`src/rtl/vga_sync_gen_if.sv`:
```
// vga_sync_gen_if: video timing bundle between the sync generator and the
// renderer / output pin mux.
//   pix_ce       pixel clock enable, supplied by the consumer side
//   hsync/vsync  registered sync pulses
//   display_on   beam inside the visible area
//   hpos/vpos    beam column / line
//   line_start   one-pixel pulse at hpos==0
//   frame_start  one-pixel pulse at hpos==0 && vpos==0
interface vga_sync_gen_if;
    logic       pix_ce;
    logic       hsync;
    logic       vsync;
    logic       display_on;
    logic [9:0] hpos;
    logic [9:0] vpos;
    logic       line_start;
    logic       frame_start;

    modport master (
        input  pix_ce,
        output hsync, vsync, display_on, hpos, vpos, line_start, frame_start
    );

    modport slave (
        output pix_ce,
        input  hsync, vsync, display_on, hpos, vpos, line_start, frame_start
    );
endinterface

```
`src/rtl/vga_sync_gen.sv`:
```
// vga_sync_gen: VGA pixel timing generator (default 640x480@60).
//   clk    system / pixel clock
//   rst_n  asynchronous active-low reset
//   vid    timing bundle (master side): pix_ce in; syncs, position,
//          display_on and line/frame pulses out, all registered.
// Every output is decoded from the next counter values and registered in
// the same flop stage as the counters, so outputs line up with hpos/vpos
// and no combinational decode drives a pin.
module vga_sync_gen #(
    parameter int H_DISPLAY   = 640,
    parameter int H_FRONT     = 16,
    parameter int H_SYNC      = 96,
    parameter int H_BACK      = 48,
    parameter int V_DISPLAY   = 480,
    parameter int V_FRONT     = 10,
    parameter int V_SYNC      = 2,
    parameter int V_BACK      = 33,
    parameter bit SYNC_ACTIVE = 1'b0
) (
    input logic            clk,
    input logic            rst_n,
    vga_sync_gen_if.master vid
);

    localparam int H_TOTAL = H_DISPLAY + H_FRONT + H_SYNC + H_BACK;
    localparam int V_TOTAL = V_DISPLAY + V_FRONT + V_SYNC + V_BACK;

    generate
        if (H_TOTAL > 1024 || V_TOTAL > 1024) begin : g_size_check
            $error("vga_sync_gen: H_TOTAL/V_TOTAL do not fit 10-bit counters");
        end
    endgenerate

    localparam logic [9:0] H_LAST = 10'(H_TOTAL - 1);
    localparam logic [9:0] V_LAST = 10'(V_TOTAL - 1);

    // Range bounds kept at 11 bits so an end bound of exactly 1024 still works.
    localparam logic [10:0] H_VIS    = 11'(H_DISPLAY);
    localparam logic [10:0] HS_BEGIN = 11'(H_DISPLAY + H_FRONT);
    localparam logic [10:0] HS_END   = 11'(H_DISPLAY + H_FRONT + H_SYNC);
    localparam logic [10:0] V_VIS    = 11'(V_DISPLAY);
    localparam logic [10:0] VS_BEGIN = 11'(V_DISPLAY + V_FRONT);
    localparam logic [10:0] VS_END   = 11'(V_DISPLAY + V_FRONT + V_SYNC);

    logic [9:0] hpos_q, vpos_q, hpos_nxt, vpos_nxt;
    logic       hsync_q, vsync_q, display_on_q, line_start_q, frame_start_q;
    logic       in_hsync, in_vsync, visible;

    always_comb begin
        hpos_nxt = hpos_q + 10'd1;
        vpos_nxt = vpos_q;
        if (hpos_q == H_LAST) begin
            hpos_nxt = '0;
            vpos_nxt = (vpos_q == V_LAST) ? '0 : vpos_q + 10'd1;
        end
    end

    always_comb begin
        in_hsync = ({1'b0, hpos_nxt} >= HS_BEGIN) && ({1'b0, hpos_nxt} < HS_END);
        in_vsync = ({1'b0, vpos_nxt} >= VS_BEGIN) && ({1'b0, vpos_nxt} < VS_END);
        visible  = ({1'b0, hpos_nxt} < H_VIS) && ({1'b0, vpos_nxt} < V_VIS);
    end

    always_ff @(posedge clk or negedge rst_n) begin
        if (!rst_n) begin
            hpos_q        <= H_LAST;
            vpos_q        <= V_LAST;
            hsync_q       <= ~SYNC_ACTIVE;
            vsync_q       <= ~SYNC_ACTIVE;
            display_on_q  <= 1'b0;
            line_start_q  <= 1'b0;
            frame_start_q <= 1'b0;
        end else if (vid.pix_ce) begin
            hpos_q        <= hpos_nxt;
            vpos_q        <= vpos_nxt;
            hsync_q       <= in_hsync ? SYNC_ACTIVE : ~SYNC_ACTIVE;
            vsync_q       <= in_vsync ? SYNC_ACTIVE : ~SYNC_ACTIVE;
            display_on_q  <= visible;
            line_start_q  <= (hpos_nxt == '0);
            frame_start_q <= (hpos_nxt == '0) && (vpos_nxt == '0);
        end
    end

    assign vid.hpos        = hpos_q;
    assign vid.vpos        = vpos_q;
    assign vid.hsync       = hsync_q;
    assign vid.vsync       = vsync_q;
    assign vid.display_on  = display_on_q;
    assign vid.line_start  = line_start_q;
    assign vid.frame_start = frame_start_q;

endmodule
```
`src/flat_wrapper.sv`:
```
// flat-port wrapper written by rule: the top's interface ports become plain ports
module vga_sync_gen_flat 
#(
    parameter int H_DISPLAY   = 640,
    parameter int H_FRONT     = 16,
    parameter int H_SYNC      = 96,
    parameter int H_BACK      = 48,
    parameter int V_DISPLAY   = 480,
    parameter int V_FRONT     = 10,
    parameter int V_SYNC      = 2,
    parameter int V_BACK      = 33,
    parameter bit SYNC_ACTIVE = 1'b0
)
  (clk, rst_n, vid_pix_ce, vid_hsync, vid_vsync, vid_display_on, vid_hpos, vid_vpos, vid_line_start, vid_frame_start);
  vga_sync_gen_if vid_i ();
  input logic clk;
  input logic rst_n;
  input wire logic [$bits(vid_i.pix_ce)-1:0] vid_pix_ce;
  output wire logic [$bits(vid_i.hsync)-1:0] vid_hsync;
  output wire logic [$bits(vid_i.vsync)-1:0] vid_vsync;
  output wire logic [$bits(vid_i.display_on)-1:0] vid_display_on;
  output wire logic [$bits(vid_i.hpos)-1:0] vid_hpos;
  output wire logic [$bits(vid_i.vpos)-1:0] vid_vpos;
  output wire logic [$bits(vid_i.line_start)-1:0] vid_line_start;
  output wire logic [$bits(vid_i.frame_start)-1:0] vid_frame_start;
  assign vid_i.pix_ce = vid_pix_ce;
  assign vid_hsync = vid_i.hsync;
  assign vid_vsync = vid_i.vsync;
  assign vid_display_on = vid_i.display_on;
  assign vid_hpos = vid_i.hpos;
  assign vid_vpos = vid_i.vpos;
  assign vid_line_start = vid_i.line_start;
  assign vid_frame_start = vid_i.frame_start;
  vga_sync_gen #(.H_DISPLAY(H_DISPLAY), .H_FRONT(H_FRONT), .H_SYNC(H_SYNC), .H_BACK(H_BACK), .V_DISPLAY(V_DISPLAY), .V_FRONT(V_FRONT), .V_SYNC(V_SYNC), .V_BACK(V_BACK), .SYNC_ACTIVE(SYNC_ACTIVE)) u_core (.clk(clk), .rst_n(rst_n), .vid(vid_i));
endmodule
```
`config.mk`:
```
export PLATFORM = sky130hd
export DESIGN_NAME = vga_sync_gen_flat
export DESIGN_NICKNAME = d
export VERILOG_FILES = /design/src/rtl/vga_sync_gen_if.sv /design/src/rtl/vga_sync_gen.sv /design/src/flat_wrapper.sv
export SDC_FILE = /design/constraint.sdc
export NUM_CORES = 1
export LEC_CHECK = 0
export ABC_AREA = 1
export BUFFER_PORTS_ARGS = -buffer_cell sky130_fd_sc_hd__clkbuf_2
export CAP_MARGIN = 20
export CORE_MARGIN = 2
export CORE_UTILIZATION = 36
export DETAILED_ROUTE_END_ITERATION = 10
export PLACE_DENSITY = 0.66
export SYNTH_ARGS = -nofsm -noshare
export SYNTH_HDL_FRONTEND = slang
export SYNTH_SLANG_ARGS = --single-unit
```
`constraint.sdc`:
```
create_clock -name clk -period 2.2 [get_ports clk]
set_input_delay 0 -clock clk [delete_from_list [all_inputs] [get_ports clk]]
set_output_delay 0 -clock clk [all_outputs]
set_load 0.03 [all_outputs]
```
==> results.json, run 1 <==
{
  "tightest_slew_ps": 772.5,
  "htree_levels": 1,
  "dp.cells": 369,
  "ir_drop_mv": 0.5616,
  "synth_fp_nets": 286,
  "fp.dieH_um": 74.55,
  "finalPower_uw": 1841,
  "synthAdderAreaFrac": 0.02095,
  "synthMuxAreaShare": 0,
  "die_w_um": 74.55,
  "r2r_slack_ps": 200,
  "post-route-util": 0.4361,
  "critical_path_class": "reg -> reg",
  "period_minus_slack_ps": 2002,
  "yosys.area_share.simple": 0.4330,
  "wl_met3_um": 147,
  "n_antenna_cell": 0,
  "grt_pass1_wl_um": 7631,
  "rsz0062_at_grt": "false",
  "reg2reg_to": "u_core.vid.display_on",
  "synth_area_mm2": 0.001792,
  "drive_above_1_share": 0.1857,
  "cp-startpoint": "u_core.vid.hpos[1]",
  "skew_ps": 5.403,
  "die_area_mm2": 0.005557,
  "clk_pin_slew_worst_paths_ps": 100,
  "r2r_start": "u_core.vid.hpos[1]",
  "wl_met1_um": 2115,
  "drv_slew": 0,
  "critical_path.max_fanout": 15,
  "cp-endpoint": "u_core.vid.display_on",
  "track_usage": 0.1758,
  "drc": 0,
  "grt_pass1_vias": 1695,
  "dr.pass1.iters": 4,
  "cp_data_arrival_time_ps": 2180,
  "ant_nets": 0,
  "p_leak_uw": 0.001052,
  "endpoint_kind": "flip-flop",
  "vias_per_cell": 4.636,
  "hold_viol": 0,
  "fin_nets": 314,
  "fin_ws_ps": 197.7,
  "synth_compound_area_frac": 0.08520,
  "clockBufferDepth": 2,
  "grt_max_degree": 30,
  "finalSetupTns_ps": 0,
  "routed.top_layer": "met4",
  "place_hpwl_um": 3219,
  "cts.sinks": 25,
  "numPortBuffers": 27,
  "post_drt_wl_per_cell_um": 11.33,
  "layout_common_cells": "100 x nand2_1, 36 x nor2_1, 33 x inv_1",
  "io_pins": 28,
  "timing.slew.headroom": 0.4844,
  "yosys_warnings": 0,
  "synth-xor-area-share": 0.009777,
  "num_rows": 25,
  "gp_congestion": 0.9007,
  "setup_viol": 0,
  "cts_made_buffers": 3,
  "synth.ff_latch_count": 25,
  "outcome": "finished, final reports clean",
  "reg2reg_depth": 12,
  "post-cts-setup-buffer-count": 0,
  "synth.distinct_cells": 25,
  "syn_avg_cell_area_um2": 6.399,
  "fmax_ghz": 0.4994,
  "hold_class": "in -> reg",
  "wl_um": 4239,
  "met2_length_um": 1908,
  "clock_latency_ps": 280,
  "seq_area_frac_synth": 0.3575,
  "core_mm2": 0.004755,
  "worstHoldStart": "vid_pix_ce",
  "first_iter_violations": 76,
  "synth_top_family_by_area": "simple AND/OR/NAND/NOR gates",
  "grt_overflow": 0,
  "antenna_found_initial": 0,
  "cp.required_ps": 2380,
  "cts_tree": "built",
  "place_ws_ps": 191.9,
  "syn2layout_area_growth_pct": 15.71,
  "initial_utilization": 0.3768,
  "vias": 1734,
  "power_density_mw_per_mm2": 888.2,
  "startpoint_type": "flip-flop",
  "cts_root_buffer": "clkbuf_8",
  "cap_violations": 0,
  "min_period_over_period": 0.9101,
  "final_common_cell": "nand2_1",
  "fin_cells": 374,
  "synthCells": 280
}
logic make-up after synthesis:
| logic type | Yosys count |
|---|---|
| AO/OA/AOI/OAI | 28 |
| XOR/XNOR | 2 |
| adder cells (fa/ha/maj) | 3 |
| buffers and inverters | 42 |
| flip-flops | 25 |
| AND/OR/NAND/NOR | 180 |
routing by layer:
metal | track usage | up-vias
met4 | 0.05556 | 0
met2 | 0.2802 | 33
met3 | 0.02033 | 7
met5 | 0 | -
li1 | - | 926
met1 | 0.2496 | 768
worst max-delay path, cell delays in order, from the launching register on:
cell and delay (ps):
dfstp_2 570, ha_1 200, nand2_1 120, inv_2 100
nand2_2 60, nor2_4 140, nand2_8 120, nor2_1 210
nor2_4 60, nor2_1 110, nand2_1 80, nand3_1 80
nand2_1 50
stage by stage:
step / hold WS, ps / instance area, um2
after floorplan: -295.6 / 1792
after global placement: 41.20 / 1993
after detailed placement: 57.12 / 1993
after CTS: 119.1 / 2052
after global routing: 128.5 / 2073
final: 117.8 / 2073
where the power goes:
| part | internal [uW] | leakage (uW) | total (uW) | switching [uW] |
|---|---|---|---|---|
| logic | 252 | 0.000732 | 813 | 561 |
| clock network | 129 | 0.0000217 | 291 | 162 |
| registers | 596 | 0.000298 | 737 | 141 |
| total | 977 | 0.00105 | 1840 | 865 |
cells in the mapped netlist:
library cell / instances / share of area
nand3_1: 26 / 0.073
xnor2_1: 1 / 0.0049
nor2_4: 1 / 0.0063
dfstp_2: 12 / 0.18
nand3b_1: 1 / 0.0042
nor2_1: 39 / 0.082
nand2_4: 2 / 0.013
clkbuf_1: 5 / 0.010
nor2_8: 1 / 0.011
ha_1: 3 / 0.021
nand4_1: 4 / 0.014
nand2_2: 2 / 0.0070
buf_6: 1 / 0.0063
nand3_2: 1 / 0.0056
inv_1: 33 / 0.069
buf_2: 2 / 0.0056
a21oi_1: 2 / 0.0056
inv_2: 1 / 0.0021
o21a_1: 4 / 0.017
nand2_1: 100 / 0.21
o21ai_0: 21 / 0.059
nor3_1: 3 / 0.0084
dfrtp_1: 13 / 0.18
o31ai_1: 1 / 0.0042
xor2_1: 1 / 0.0049
worst min-delay path by stage:
stage	end	slack (ps)	cells past startpoint
global placement	u_core.vid.hpos[7]	40	1
global route	u_core.vid.vpos[9]	130	3
CTS	u_core.vid.hpos[1]	120	4
finish	u_core.vid.hpos[1]	120	4
floorplan	u_core.vid.display_on	-300	0
detailed placement	u_core.vid.hpos[7]	60	1
layout make-up:
class,instances,area [um2]
fillers,534,2681
multi-input cells,213,1005
flip-flops and latches,25,640.6
repair buffers,31,167.7
inverters,34,127.6
well taps,67,83.83
clock buffers,3,41.29
clock inverters,1,7.507
state kept, by name, indices dropped and copies added (netlist names):
name	cells
u_core.vid.vpos	10
u_core.vid.display_on	1
u_core.vid.vsync	1
u_core.vid.frame_start	1
u_core.vid.hpos	10
u_core.vid.line_start	1
u_core.vid.hsync	1
timing repair:
item | in CTS | in global routing
hold buffers | 1 | 0
setup endpoints to repair | 0 | 4
hold endpoints to repair | 13 | 0
gates resized for setup | 0 | 5
Note: power is estimated with default switching activity, not from simulation.
==> inputs of run 2 (changes only) <==
==> constraint.sdc (replaced) <==
create_clock -name clk -period 1.9 [get_ports clk]
set_input_delay 0 -clock clk [delete_from_list [all_inputs] [get_ports clk]]
set_output_delay 0 -clock clk [all_outputs]
set_load 0.03 [all_outputs]
==> run 2 against run 1 <==
  * The flow now finishes with violations (negative setup slack)
  * Non-clock buffer count up 12
  * Sequential power up 17%
  * Final cell count up 3.7%
  * Sequential cell count unchanged
  * Clock skew down 0.91 ps
  * First-iteration DRC count up 76%
  * Combinational power up 40%
  * Die area unchanged
  * Critical path type unchanged
  * Fmax up 5.3%
  * Sequential share of layout area down 3.0 points
  * Highest routed layer unchanged
  * Final area up 11%
  * Total power up 27%
==> results.json, run 2 (same netlist as run 1, synthesis figures left out) <==
{
  "final_common_cell": "nand2_1",
  "hold_path_end": "u_core.vid.hpos[1]",
  "initial_utilization": 0.3768,
  "dr.pass1.iters": 4,
  "antenna_found_initial": 0,
  "skew_ps": 4.493,
  "drc": 0,
  "gp_congestion": 0.8769,
  "fillers": 498,
  "n_antenna_cell": 0,
  "ant_nets": 0,
  "num_rows": 25,
  "cp_data_arrival_time_ps": 2120,
  "hold_class": "in -> reg",
  "power_density_mw_per_mm2": 1020,
  "cap_violations": 0,
  "whs_ps": 126.9,
  "setup_viol": 1,
  "hold_viol": 0,
  "r2r_start": "u_core.vid.hpos[3]",
  "fp.dieH_um": 74.55,
  "outcome": "finished with violations",
  "cts.sinks": 25,
  "multi_input_area_mm2": 0.001137,
  "cts_root_buffer": "clkbuf_8",
  "vias": 1880,
  "fmax_ghz": 0.5259,
  "vias_per_cell": 4.845,
  "fin_nets": 328,
  "placed_cell_area_mm2": 0.002038,
  "endpoint_kind": "flip-flop",
  "drive_above_1_share": 0.2773,
  "startpoint_type": "flip-flop",
  "die_w_um": 74.55,
  "track_usage": 0.1691,
  "worstHoldPathCells": 4,
  "rsz0062_at_grt": "true",
  "r2r_slack_ps": -1,
  "failed_checks": "negative setup slack",
  "tightest_slew_ps": 771.9,
  "p_leak_uw": 0.001147,
  "clockBufferDepth": 2,
  "reg2reg_to": "u_core.vid.frame_start",
  "cts_made_buffers": 3,
  "worstHoldStart": "vid_pix_ce",
  "syn2layout_area_growth_pct": 28.14,
  "drv_slew": 0,
  "grt_max_degree": 30,
  "cp.required_ps": 2120,
  "timing.slew.headroom": 0.4848,
  "finalSetupTns_ps": -1.489,
  "wl_um": 4812,
  "seqCellArea_um2": 640.6,
  "critical_path_class": "reg -> reg",
  "min_period_over_period": 1.001,
  "numPortBuffers": 27,
  "htree_levels": 1,
  "core_mm2": 0.004755,
  "grt_pass1_vias": 1600,
  "cts_tree": "built",
  "clock_latency_ps": 280,
  "grt_pass1_wl_um": 7383,
  "die_area_mm2": 0.005557,
  "first_iter_violations": 134,
  "critical_path.max_fanout": 8,
  "stdcell_area_mm2": 0.002296,
  "clk_pin_slew_worst_paths_ps": 100,
  "period_minus_slack_ps": 1901,
  "ir_drop_mv": 0.7009,
  "io_pins": 28,
  "post_drt_wl_per_cell_um": 12.40,
  "layout_common_cells": "95 x nand2_1, 33 x inv_1, 29 x nor2_1",
  "reg2reg_depth": 12,
  "grt_overflow": 0,
  "fin_ws_ps": -1.489,
  "place_hpwl_um": 3261
}
## run 2: cell types whose count changed in the layout (fill, tap and decap cells not counted), sizes merged
cell,change
nor2,+1
nand2,+1
buf,+12
## run 2: cell type report
cell class / count / area share
multi-input cells: 215 / 0.4954
flip-flops and latches: 25 / 0.2790
repair buffers: 43 / 0.1123
inverters: 34 / 0.05559
well taps: 67 / 0.03651
clock buffers: 3 / 0.01798
clock inverters: 1 / 0.003270
## run 2: repair_timing
item,in CTS,in global routing
hold endpoints to repair,13,0
setup endpoints to repair,3,6
hold buffers,1,0
gates cloned,0,2
pin swaps,1,12
resized for setup,2,30
setup buffers,2,6
## run 2: where the power goes
part           leakage (uW)  total, uW  switching [uW]  internal [uW]
registers          0.000298        862             173            690
clock network     0.0000217        337             188            149
logic              0.000827       1140             736            406
total               0.00115       2340            1100           1240
## run 2: how the worst max path moves through the flow
stage / slack [ps] / from / cells past startpoint / end
floorplan: 20 / u_core.vid.hpos[1] / 13 / u_core.vid.display_on
global placement: -20 / u_core.vid.hpos[1] / 13 / u_core.vid.frame_start
detailed placement: -60 / u_core.vid.hpos[1] / 13 / u_core.vid.frame_start
CTS: 5 / u_core.vid.hpos[0] / 13 / u_core.vid.frame_start
global route: -120 / u_core.vid.hpos[3] / 11 / u_core.vid.vsync
finish: -1 / u_core.vid.hpos[3] / 12 / u_core.vid.frame_start
## run 2: metal layers
metal	vias to the layer above	wire [um]	global-route usage
met1	867	2242	0.2372
met2	44	2378	0.2852
met5	-	0	0
met3	4	161	0.02846
li1	965	-	-
met4	0	28	0.01587
## run 2: stage by stage
| step | worst slack (ps) | util | instances | power (uW) |
|---|---|---|---|---|
| after floorplan | 22.27 | - | 280 | 1550 |
| after global placement | -19.07 | 0.4287 | 373 | 1832 |
| after detailed placement | -56.04 | 0.4287 | 373 | 1846 |
| after CTS | 4.963 | 0.4453 | 380 | 2213 |
| after global routing | -122.5 | 0.4829 | 388 | 2509 |
| final | -1.489 | 0.4829 | 388 | 2342 |
## run 2: critical path: stages, from the launching register on
cell and delay (ps):
dfstp_2 580, nand2_1 140, inv_1 130, nand2_2 80, nor2_4 210, nand2_8 110
nand2_1 80, inv_1 50, nor2_2 110, nand3_1 90, nor2_1 120, nand3_1 80
nand2_1 60
==> inputs of run 3 (changes only) <==
--- a/config.mk
+++ b/config.mk
@@ -5,13 +5,14 @@
 export SDC_FILE = /design/constraint.sdc
 export NUM_CORES = 1
 export LEC_CHECK = 0
-export ABC_AREA = 1
 export BUFFER_PORTS_ARGS = -buffer_cell sky130_fd_sc_hd__clkbuf_2
 export CAP_MARGIN = 20
 export CORE_MARGIN = 2
 export CORE_UTILIZATION = 36
 export DETAILED_ROUTE_END_ITERATION = 10
+export MAX_ROUTING_LAYER = met4
 export PLACE_DENSITY = 0.66
 export SYNTH_ARGS = -nofsm -noshare
 export SYNTH_HDL_FRONTEND = slang
 export SYNTH_SLANG_ARGS = --single-unit
+export TNS_END_PERCENT = 50
==> run 3 against run 2 <==
  * The run still ends with negative setup slack left
  * Clock-buffer cell count is 1 higher
  * Worst setup slack worse by 420 ps
  * Combinational power is 13% lower
  * Wire length is 2.2% higher
  * Sequential cell count stayed put
  * Total power is 12% lower
  * Synthesized cell count is 30% lower
  * Final area is 15% higher
  * Clock skew is 0.53 ps lower
  * Critical path type unchanged
==> results.json, run 3 <==
{
  "die_w_um": 73.73,
  "dp.cells": 311,
  "clock_latency_ps": 270,
  "synth-edff-count": 0,
  "synth_top_area_cell": "dfrtp_1",
  "failed_checks": "negative setup slack",
  "r2r_slack_ps": -420,
  "yosys_most_used_dff": "dfrtp_1",
  "crit_buf_inv": 1,
  "dr.pass1.iters": 4,
  "io_pins": 28,
  "grt_overflow": 0,
  "slowest_stage": "dfstp_2",
  "post_drt_wl_per_cell_um": 15.18,
  "clk_pin_slew_worst_paths_ps": 90,
  "place_hpwl_um": 3614,
  "fmax_ghz": 0.4311,
  "setup_viol": 14,
  "min_period_over_period": 1.221,
  "num_rows": 25,
  "drc": 0,
  "layout_common_cells": "50 x buf_4, 27 x clkbuf_2, 17 x nand2_1",
  "placed_cell_area_mm2": 0.002277,
  "fin_cells": 324,
  "cts_root_buffer": "clkbuf_8",
  "synth_area_mm2": 0.001750,
  "grt_max_degree": 26,
  "synth_common_cells": "21 x nand2_1, 16 x nor2_1, 13 x dfrtp_1, 12 x dfstp_2",
  "cp_data_arrival_time_ps": 2520,
  "startpoint_type": "flip-flop",
  "fin_ws_ps": -419.6,
  "yosys_warnings": 0,
  "async_reset_ff_frac": 1.000,
  "initial_utilization": 0.3731,
  "slowest_delay_ps": 570,
  "fp.dieH_um": 73.73,
  "numPortBuffers": 27,
  "met2_length_um": 2525,
  "vias": 1772,
  "critical_path_class": "reg -> reg",
  "critical_path.max_fanout": 6,
  "ant_nets": 0,
  "drive_above_1_share": 0.5519,
  "wl_um": 4919,
  "p_leak_uw": 0.001168,
  "fillers": 396,
  "syn_avg_cell_area_um2": 8.885,
  "vias_per_cell": 5.469,
  "final_common_cell": "buf_4",
  "hold_class": "in -> reg",
  "cts.sinks": 25,
  "antenna_found_initial": 0,
  "gp_congestion": 0.9797,
  "ir_drop_mv": 0.4435,
  "endpoint_kind": "flip-flop",
  "synth.most_common_cell": "nand2_1",
  "track_usage": 0.1979,
  "period_minus_slack_ps": 2320,
  "grt_pass1_vias": 1680,
  "wl_met3_um": 119,
  "syn2layout_area_growth_pct": 51.47,
  "cts_made_buffers": 3,
  "fin_nets": 277,
  "cap_violations": 0,
  "grt_pass1_wl_um": 8155,
  "die_area_mm2": 0.005436,
  "n_antenna_cell": 0,
  "synth_area_leaders": "dfrtp_1 19%, dfstp_2 18%, xnor2_1 5.0%",
  "routed.top_layer": "met4",
  "synth.distinct_cells": 58,
  "wl_met1_um": 2208,
  "cp.required_ps": 2110,
  "cpLargestDelayFamily": "flip-flops",
  "stdcell_area_mm2": 0.002651,
  "synth_fp_nets": 203,
  "tightest_slew_ps": 639.3,
  "synthCells": 197,
  "timing.slew.headroom": 0.5738,
  "core_mm2": 0.004692,
  "skew_ps": 3.967,
  "seq_area_frac_synth": 0.3660,
  "drv_slew": 0,
  "outcome": "finished with violations",
  "synth.ff_latch_count": 25,
  "crit_chain": "ha_4 > nand3b_1 > buf_4 > nor4_4 > mux2_4 > o22ai_2 > o21ai_2 > o32a_1",
  "rsz0062_at_grt": "true",
  "whs_ps": 142.2,
  "first_iter_violations": 81,
  "power_density_mw_per_mm2": 775.1,
  "cts_tree": "built",
  "clockBufferDepth": 2,
  "synth_top_cell_area_share": 0.1858,
  "htree_levels": 1,
  "hold_viol": 0
}
## run 3: cell types whose count changed after synthesis, sizes merged, moves of 4 or more
cell	previous run	this run
and3	0	5
buf	3	9
clkbuf	5	9
inv	34	5
nand2	104	21
nand2b	0	4
nand3	27	11
nor2	41	16
nor4	0	5
o21a	4	0
o21ai	21	10
xnor2	1	10
## run 3: worst paths after layout
path | from | endpoint | cells past startpoint
worst max-delay path | u_core.vid.hpos[0] | u_core.vid.vsync | 8
max in group asynchronous | rst_n | u_core.vid.vpos[0] | 2
worst max register to register | u_core.vid.hpos[0] | u_core.vid.vsync | 8
worst min-delay path | vid_pix_ce | u_core.vid.hpos[3] | 3
min in group asynchronous | rst_n | u_core.vid.hpos[5] | 2
worst min register to register | u_core.vid.frame_start | u_core.vid.frame_start | 2
## run 3: metal layers
metal	up-vias	global-route usage
li1	865	-
met1	873	0.2513
met2	26	0.3373
met3	8	0.03155
met4	0	0.03232
met5	-	-
## run 3: area by class of cell
type,instances,area [um2],area share
clock buffers,4,45.04,0.01699
multi-input cells,149,1256,0.4738
repair buffers,87,621.8,0.2345
inverters,5,18.77,0.007079
flip-flops and latches,25,641.9,0.2421
well taps,54,67.56,0.02548
## run 3: stage by stage
stage,power (uW),util,TNS (ps),worst slack [ps]
after global placement,1491,0.4853,-1486,-374.8
after CTS,2026,0.5376,-1422,-385.2
final,2055,0.5651,-1830,-419.6
after global routing,2164,0.5651,-2941,-501.5
after floorplan,1198,-,-2511,-525.4
after detailed placement,1512,0.4853,-1894,-418.0
## run 3: worst reg2reg max path, cell delays in order, from the launching register on
cell and delay [ps]:
dfstp_2 570, ha_4 170, nand3b_1 150, buf_4 180, nor4_4 310, mux2_4 340
o22ai_2 160, o21ai_2 90, o32a_1 280
## run 3: what timing repair did
item / CTS / global route
hold buffers: 1 / 0
resized for setup: 29 / 29
setup endpoints to repair: 14 / 15
setup buffers: 5 / 8
hold endpoints to repair: 13 / 0
pin swaps: 10 / 17
## run 3: logic make-up after synthesis
kind of cell    after synthesis  synth area share
compound gates               35            0.1387
xor+xnor                     12           0.06004
fa+ha+maj                     4           0.02716
buf+inv                      23           0.06862
flops                        25            0.3660
mux                           6           0.03645
simple gates                 92            0.3031
## run 3: where the power goes
part,leakage [uW],switching [uW],internal [uW],total (uW)
registers,0.000305,94.6,633,728
clock network,0.0000228,183,150,333
logic,0.000840,534,460,994
